--- src/rtl/spi_frame_controller.sv ---
// spi_frame_controller: deframes the local SPI byte stream into a device
// address, a register index and data bytes. It drives the register file
// strobes, shifts read data out on MISO, and holds the programmable
// daisy-chain device address.
module spi_frame_controller #(
    parameter logic [6:0] DEFAULT_ADDR = 7'h7F,
    parameter logic [7:0] ADDR_REG     = 8'hFE
) (
    input  logic       SPI_CLK,
    input  logic       RSTin,
    input  logic       sclk_local,
    input  logic       scsn_local,
    input  logic       mosi_local,
    output logic       miso_local,
    output logic       address_strobe,
    output logic [6:0] currentSPIAddr,
    output logic [6:0] setSPIAddr,
    input  logic       write_enable,
    output logic [7:0] reg_addr,
    output logic [7:0] wr_data,
    output logic       wr_strobe,
    output logic       rd_strobe,
    input  logic [7:0] rd_data
);

    localparam int unsigned BYTE_W = 8;
    localparam int unsigned ADDR_W = 7;
    localparam int unsigned CNT_W  = 3;
    localparam logic [CNT_W-1:0] LAST_BIT = CNT_W'(7);

    typedef enum logic [1:0] {
        ST_IDLE  = 2'd0,
        ST_ADDR  = 2'd1,
        ST_INDEX = 2'd2,
        ST_DATA  = 2'd3
    } state_t;

    // Pin synchronisers: two metastability flops plus one history flop each
    logic r_sclk_s1;
    logic r_sclk_s2;
    logic r_sclk_d;
    logic r_scsn_s1;
    logic r_scsn_s2;
    logic r_scsn_d;
    logic r_mosi_s1;
    logic r_mosi_s2;
    logic r_mosi_d;

    // Frame state
    state_t            r_state;
    state_t            w_state_nxt;
    logic [CNT_W-1:0]  r_bit_cnt;
    logic [BYTE_W-2:0] r_shift_in;
    logic              r_rw;
    logic [BYTE_W-1:0] r_index;

    // Read path
    logic              r_rd_pending;
    logic [BYTE_W-1:0] r_shreg;

    // Decoded events
    logic              w_sclk_rise;
    logic              w_sclk_fall;
    logic              w_scsn_rise;
    logic              w_scsn_fall;
    logic              w_bit_en;
    logic              w_byte_done;
    logic [BYTE_W-1:0] w_byte;
    logic [BYTE_W-1:0] w_index_inc;
    logic              w_addr_done;
    logic              w_index_done;
    logic              w_data_done;

    // Synchronise the asynchronous SPI pins into the SPI_CLK domain.
    // scsn resets low so a frame already in progress at reset release
    // shows no falling edge and is ignored until the next real scsn fall.
    always_ff @(posedge SPI_CLK) begin
        if (RSTin) begin
            r_sclk_s1 <= 1'b0;
            r_sclk_s2 <= 1'b0;
            r_sclk_d  <= 1'b0;
            r_scsn_s1 <= 1'b0;
            r_scsn_s2 <= 1'b0;
            r_scsn_d  <= 1'b0;
            r_mosi_s1 <= 1'b0;
            r_mosi_s2 <= 1'b0;
            r_mosi_d  <= 1'b0;
        end else begin
            r_sclk_s1 <= sclk_local;
            r_sclk_s2 <= r_sclk_s1;
            r_sclk_d  <= r_sclk_s2;
            r_scsn_s1 <= scsn_local;
            r_scsn_s2 <= r_scsn_s1;
            r_scsn_d  <= r_scsn_s2;
            r_mosi_s1 <= mosi_local;
            r_mosi_s2 <= r_mosi_s1;
            r_mosi_d  <= r_mosi_s2;
        end
    end

    // Edge detection and per-bit qualifiers
    assign w_sclk_rise = r_sclk_s2 & ~r_sclk_d;
    assign w_sclk_fall = ~r_sclk_s2 & r_sclk_d;
    assign w_scsn_rise = r_scsn_s2 & ~r_scsn_d;
    assign w_scsn_fall = ~r_scsn_s2 & r_scsn_d;

    // A bit is taken only while selected; a scsn rise implies scsn high, so
    // it always beats a coincident sclk rise.
    assign w_bit_en    = w_sclk_rise & ~r_scsn_s2 & (r_state != ST_IDLE);
    assign w_byte_done = w_bit_en & (r_bit_cnt == LAST_BIT);
    // MOSI is taken from the history flop, aligned with the pre-edge sclk sample
    assign w_byte      = {r_shift_in, r_mosi_d};
    assign w_index_inc = r_index + BYTE_W'(1);

    // FSM state register
    always_ff @(posedge SPI_CLK) begin
        if (RSTin) begin
            r_state <= ST_IDLE;
        end else begin
            r_state <= w_state_nxt;
        end
    end

    // FSM next-state and byte-completion decode
    always_comb begin
        w_state_nxt  = r_state;
        w_addr_done  = 1'b0;
        w_index_done = 1'b0;
        w_data_done  = 1'b0;
        if (w_scsn_rise) begin
            w_state_nxt = ST_IDLE;
        end else begin
            case (r_state)
                ST_IDLE: begin
                    if (w_scsn_fall) begin
                        w_state_nxt = ST_ADDR;
                    end
                end
                ST_ADDR: begin
                    if (w_byte_done) begin
                        w_addr_done = 1'b1;
                        w_state_nxt = ST_INDEX;
                    end
                end
                ST_INDEX: begin
                    if (w_byte_done) begin
                        w_index_done = 1'b1;
                        w_state_nxt  = ST_DATA;
                    end
                end
                ST_DATA: begin
                    w_data_done = w_byte_done;
                end
                default: begin
                    w_state_nxt = ST_IDLE;
                end
            endcase
        end
    end

    // Bit counter and MOSI byte assembly; frame edges discard any partial byte
    always_ff @(posedge SPI_CLK) begin
        if (RSTin) begin
            r_bit_cnt  <= '0;
            r_shift_in <= '0;
        end else if (w_scsn_rise || w_scsn_fall) begin
            r_bit_cnt  <= '0;
        end else if (w_bit_en) begin
            r_bit_cnt  <= r_bit_cnt + CNT_W'(1);
            r_shift_in <= w_byte[BYTE_W-2:0];
        end
    end

    // Frame decode: address latch, index tracking and register strobes
    always_ff @(posedge SPI_CLK) begin
        if (RSTin) begin
            r_rw           <= 1'b0;
            r_index        <= '0;
            currentSPIAddr <= '0;
            setSPIAddr     <= DEFAULT_ADDR;
            reg_addr       <= '0;
            wr_data        <= '0;
            address_strobe <= 1'b0;
            wr_strobe      <= 1'b0;
            rd_strobe      <= 1'b0;
        end else begin
            address_strobe <= w_addr_done;
            wr_strobe      <= 1'b0;
            rd_strobe      <= 1'b0;

            // Direction is unknown until the address byte lands
            if (w_scsn_fall) begin
                r_rw <= 1'b0;
            end

            if (w_addr_done) begin
                currentSPIAddr <= w_byte[ADDR_W-1:0];
                r_rw           <= w_byte[BYTE_W-1];
            end

            if (w_index_done) begin
                r_index <= w_byte;
                if (r_rw) begin
                    rd_strobe <= 1'b1;
                    reg_addr  <= w_byte;
                end
            end

            if (w_data_done) begin
                r_index <= w_index_inc;
                if (r_rw) begin
                    // Prefetch the next register for the following byte
                    rd_strobe <= 1'b1;
                    reg_addr  <= w_index_inc;
                end else if (write_enable) begin
                    wr_strobe <= 1'b1;
                    reg_addr  <= r_index;
                    wr_data   <= w_byte;
                    if (r_index == ADDR_REG) begin
                        setSPIAddr <= w_byte[ADDR_W-1:0];
                    end
                end
            end
        end
    end

    // MISO shift register: load the cycle after a read strobe, shift on sclk
    // falls except the one at a byte boundary so the MSB covers bit 0.
    always_ff @(posedge SPI_CLK) begin
        if (RSTin) begin
            r_rd_pending <= 1'b0;
            r_shreg      <= '0;
        end else begin
            r_rd_pending <= rd_strobe;
            if (r_rd_pending) begin
                r_shreg <= rd_data;
            end else if (w_sclk_fall && (r_bit_cnt != '0)) begin
                r_shreg <= {r_shreg[BYTE_W-2:0], 1'b0};
            end
        end
    end

    // MISO is driven only inside a read frame
    assign miso_local = r_shreg[BYTE_W-1] & r_rw & (r_state != ST_IDLE);

endmodule
--- config.mk ---
export PLATFORM = sky130hd
export DESIGN_NAME = spi_frame_controller
export DESIGN_NICKNAME = d
export VERILOG_FILES = /design/src/rtl/spi_frame_controller.sv
export SDC_FILE = /design/constraint.sdc
export NUM_CORES = 1
export LEC_CHECK = 0
export ABC_AREA = 1
export CAP_MARGIN = 15
export CELL_PAD_IN_SITES_DETAIL_PLACEMENT = 0
export CELL_PAD_IN_SITES_GLOBAL_PLACEMENT = 2
export CORE_MARGIN = 1
export CORE_UTILIZATION = 31
export DETAILED_ROUTE_END_ITERATION = 8
export PLACE_DENSITY_LB_ADDON = 0.1
export SLEW_MARGIN = 20
export SYNTH_ARGS = -nofsm -noshare
export SYNTH_HDL_FRONTEND = slang
export SYNTH_SLANG_ARGS = --single-unit
--- constraint.sdc ---
create_clock -name SPI_CLK -period 2 [get_ports SPI_CLK]
set_input_delay 0.4 -clock SPI_CLK [delete_from_list [all_inputs] [get_ports SPI_CLK]]
set_output_delay 0.4 -clock SPI_CLK [all_outputs]
set_load 0.01 [all_outputs]
==> metrics.cfg <==
[synthesis]
ys_seq_elements=72
ys.flop_type=dfxtp_1
syn-cell-area_um2=3320
ys_top_cells_by_area=dfxtp_1 43%, nand2_1 11%, inv_1 6.2%, a21oi_1 5.1%, o21ai_0 4.7%
synth_top_area_share_pct=43.4
synthCells=437
syn_area_per_cell_um2=7.61
yosysUniqueCellTypes=33
yosysWarnings=0
synth_top_area_cell=dfxtp_1
synth-edff-count=0
synth_seq_area_share_pct=43.4
synth_fp_nets=463
async_flop_share_pct=0

[critical_path]
crit_family=flip-flops
regToRegSetupSlack_ns=0.19
critical_path_class=register to primary output
cpMaxStageDelayCell=dfxtp_1
regToRegEndpoint=reg_addr[5]
cp_data_required_time_ns=1.60
critPathMaxFanout=4
cp.arrival_ns=1.43
critPathCaptureType=primary output
cpPeakStageDelay_ns=0.38
worstPathCellList=inv_1 -> ha_2 -> nor2_2 -> dlygate4sd2_1
crit_path_start_kind=register
reg2reg_depth=10
cp.depth=4
reg2reg_from=r_state[1]
crit_buf_inv=2

[finish]
antenna_cells=0
drive_gt1_share_pct=10.8
syn2layout_area_growth_pct=27.7
nets=521
nFillCells=1089
finish.utilization_pct=41.0
final_cells=635

[route]
route.met3.wl_um=255
firstDrtPassIters=5
vias_per_cell=4.50
drt_iter0_drc=86
ant_nets=0
wl_per_cell_um=13.1
finalWirelength_um=8300
wl_met2_um=3870
num_vias=2858
wl_met1_um=4090
routed.top_layer=met4
drc=0

[place]
place_hpwl_um=6130
numPlacedInstances=620
gp_congestion=0.796
numPortBuffers=47

[floorplan]
die_h_um=106
start_util_pct=32.1
dieArea_um2=11100
pin_count=48
rows=37
fp.dieW_um=106
core_area_um2=10400

[pwr]
p_leak_nw=1.79
power.total_mw=3.11
ir_worst_vdd_mv=0.442
cellPowerDensity_nw_per_um2=732

[cts]
clkSinkCount=72
clockRootBuffer=clkbuf_8
cts_hold_buf=0
insertion_delay_ns=0.34
post_cts_buffers=0
htree_num_levels=3
cts_tree=built
clock_path_buffers=2
clkTransAtPathRegs_ns=0.08
tritoncts.num_buffers=9

[sta]
period_needed_ns=1.83
hold_viol_final=0
finalSetupViolCount=0
finalCritPeriodShare_pct=91.7
fin_worst_hold_slack_ns=0.406
skew_ns=0.00825
fmax_ghz=0.545
rsz0062_at_grt=false
report.final.slew_viol_count=0
worst_slew_pin_slew_ns=0.411
maxSlewHeadroom_pct=72.6
timing.setup.tns_ns=0

[outcome]
status=completed

[global_route]
grt_max_degree=39
grt_pass1_wl_um=13700
antenna_found_initial=0
grt.total_usage_pct=15.8
gr-total-overflow=0
grt_pass1_vias=2698

[job]
maxCapViolations=0

[hold_path]
min_from=r_mosi_s2
min_path_cells=2
hold_end=r_mosi_d
hold_path.class=register to register

-- area by class of cell --
class / instances / area, µm² / area share, %
multi-input combinational: 290 / 1560 / 36.7
sequential: 72 / 1440 / 33.9
timing repair buffer: 64 / 634 / 14.9
inverter: 58 / 223 / 5.24
clock buffer: 10 / 138 / 3.24
tap: 136 / 170 / 4.01
clock inverter: 5 / 81.3 / 1.92
-- metrics by stage --
stage / cell area, µm² / setup slack (ns)
3_3_place_gp: 4020 / 0.167
6_report: 4250 / 0.165
4_1_cts: 4250 / 0.117
2_1_floorplan: 3320 / 0.282
5_1_grt: 4250 / 0.00334
3_5_place_dp: 4020 / 0.146
-- sequential cells by signal, summed over array words and instances, names as in the netlist, 2 cells and up --
name            cells
r_bit_cnt           3
r_shift_in          7
r_index             8
r_shreg             8
r_state             2
currentSPIAddr      7
reg_addr            8
setSPIAddr          7
wr_data             8
-- how the worst max path moves through the flow --
stage                           from                end  slack, ns
after floorplan           r_state[0]      setSPIAddr[0]       0.28
after global placement    r_state[1]         miso_local       0.17
after detailed placement  r_state[1]        reg_addr[5]       0.15
after CTS                 r_state[1]         miso_local       0.12
after global routing      r_state[1]  currentSPIAddr[4]      0.003
final                     r_state[1]         miso_local       0.17
-- Yosys cell counts (all sizes together) (3+ instances only) --
cell type,number
buf,6
o21ai,36
nor2,46
dfxtp,72
inv,57
clkbuf,11
nand2,98
nor3,3
ha,12
nand3,29
nand4,13
a21oi,35
a31oi,9
-- report_power, final --
group	switching, mW	total [mW]	internal, mW	leakage, nW
Sequential	0.0246	1.49	1.46	0.582
Clock	0.542	1.27	0.729	0.108
Combinational	0.218	0.351	0.133	1.10
Total	0.785	3.11	2.32	1.79
-- layer usage --
layer,vias to the layer above,GRT usage [%]
li1,1529,-
met1,1274,21.1
met2,47,25.8
met3,8,2.97
met4,0,5.06
met5,-,0
-- placed cells by master (no fill, tap or decap), types with 5 or more instances in the layout --
master / instances
a31oi_1: 9
ha_1: 11
o21ai_0: 31
nand2_1: 94
a21oi_1: 34
nand4_1: 12
nor2_4: 5
inv_1: 55
nor2_1: 38
clkdlybuf4s50_1: 46
buf_4: 14
nand3_1: 27
dfxtp_1: 72
clkbuf_8: 10
-- worst min-delay path, stage by stage (launching register included) --
cell	delay [ns]
dfxtp_1	0.30
inv_1	0.04
nor2_1	0.03
-- repair_timing --
| action | CTS | global route |
|---|---|---|
| endpoints found under the setup margin | 1 | 0 |
| resized for setup | 3 | 0 |
| endpoints found under the hold margin | 0 | 0 |
-- cells by family (layout without fill, tap and decap cells) --
kind of cell / after synthesis / count (layout) / share of synthesized area, %
DFF: 72 / 72 / 43.4
and+or+nand+nor: 190 / 190 / 27.5
muxes: 1 / 1 / 0.301
AOI/OAI and AO/OA: 84 / 84 / 13.6
adders and majority gates: 12 / 12 / 4.52
buffers and inverters: 75 / 137 / 9.90
xor gates and xnor gates: 3 / 3 / 0.791
No activity file was read; power rests on OpenSTA's default activity.
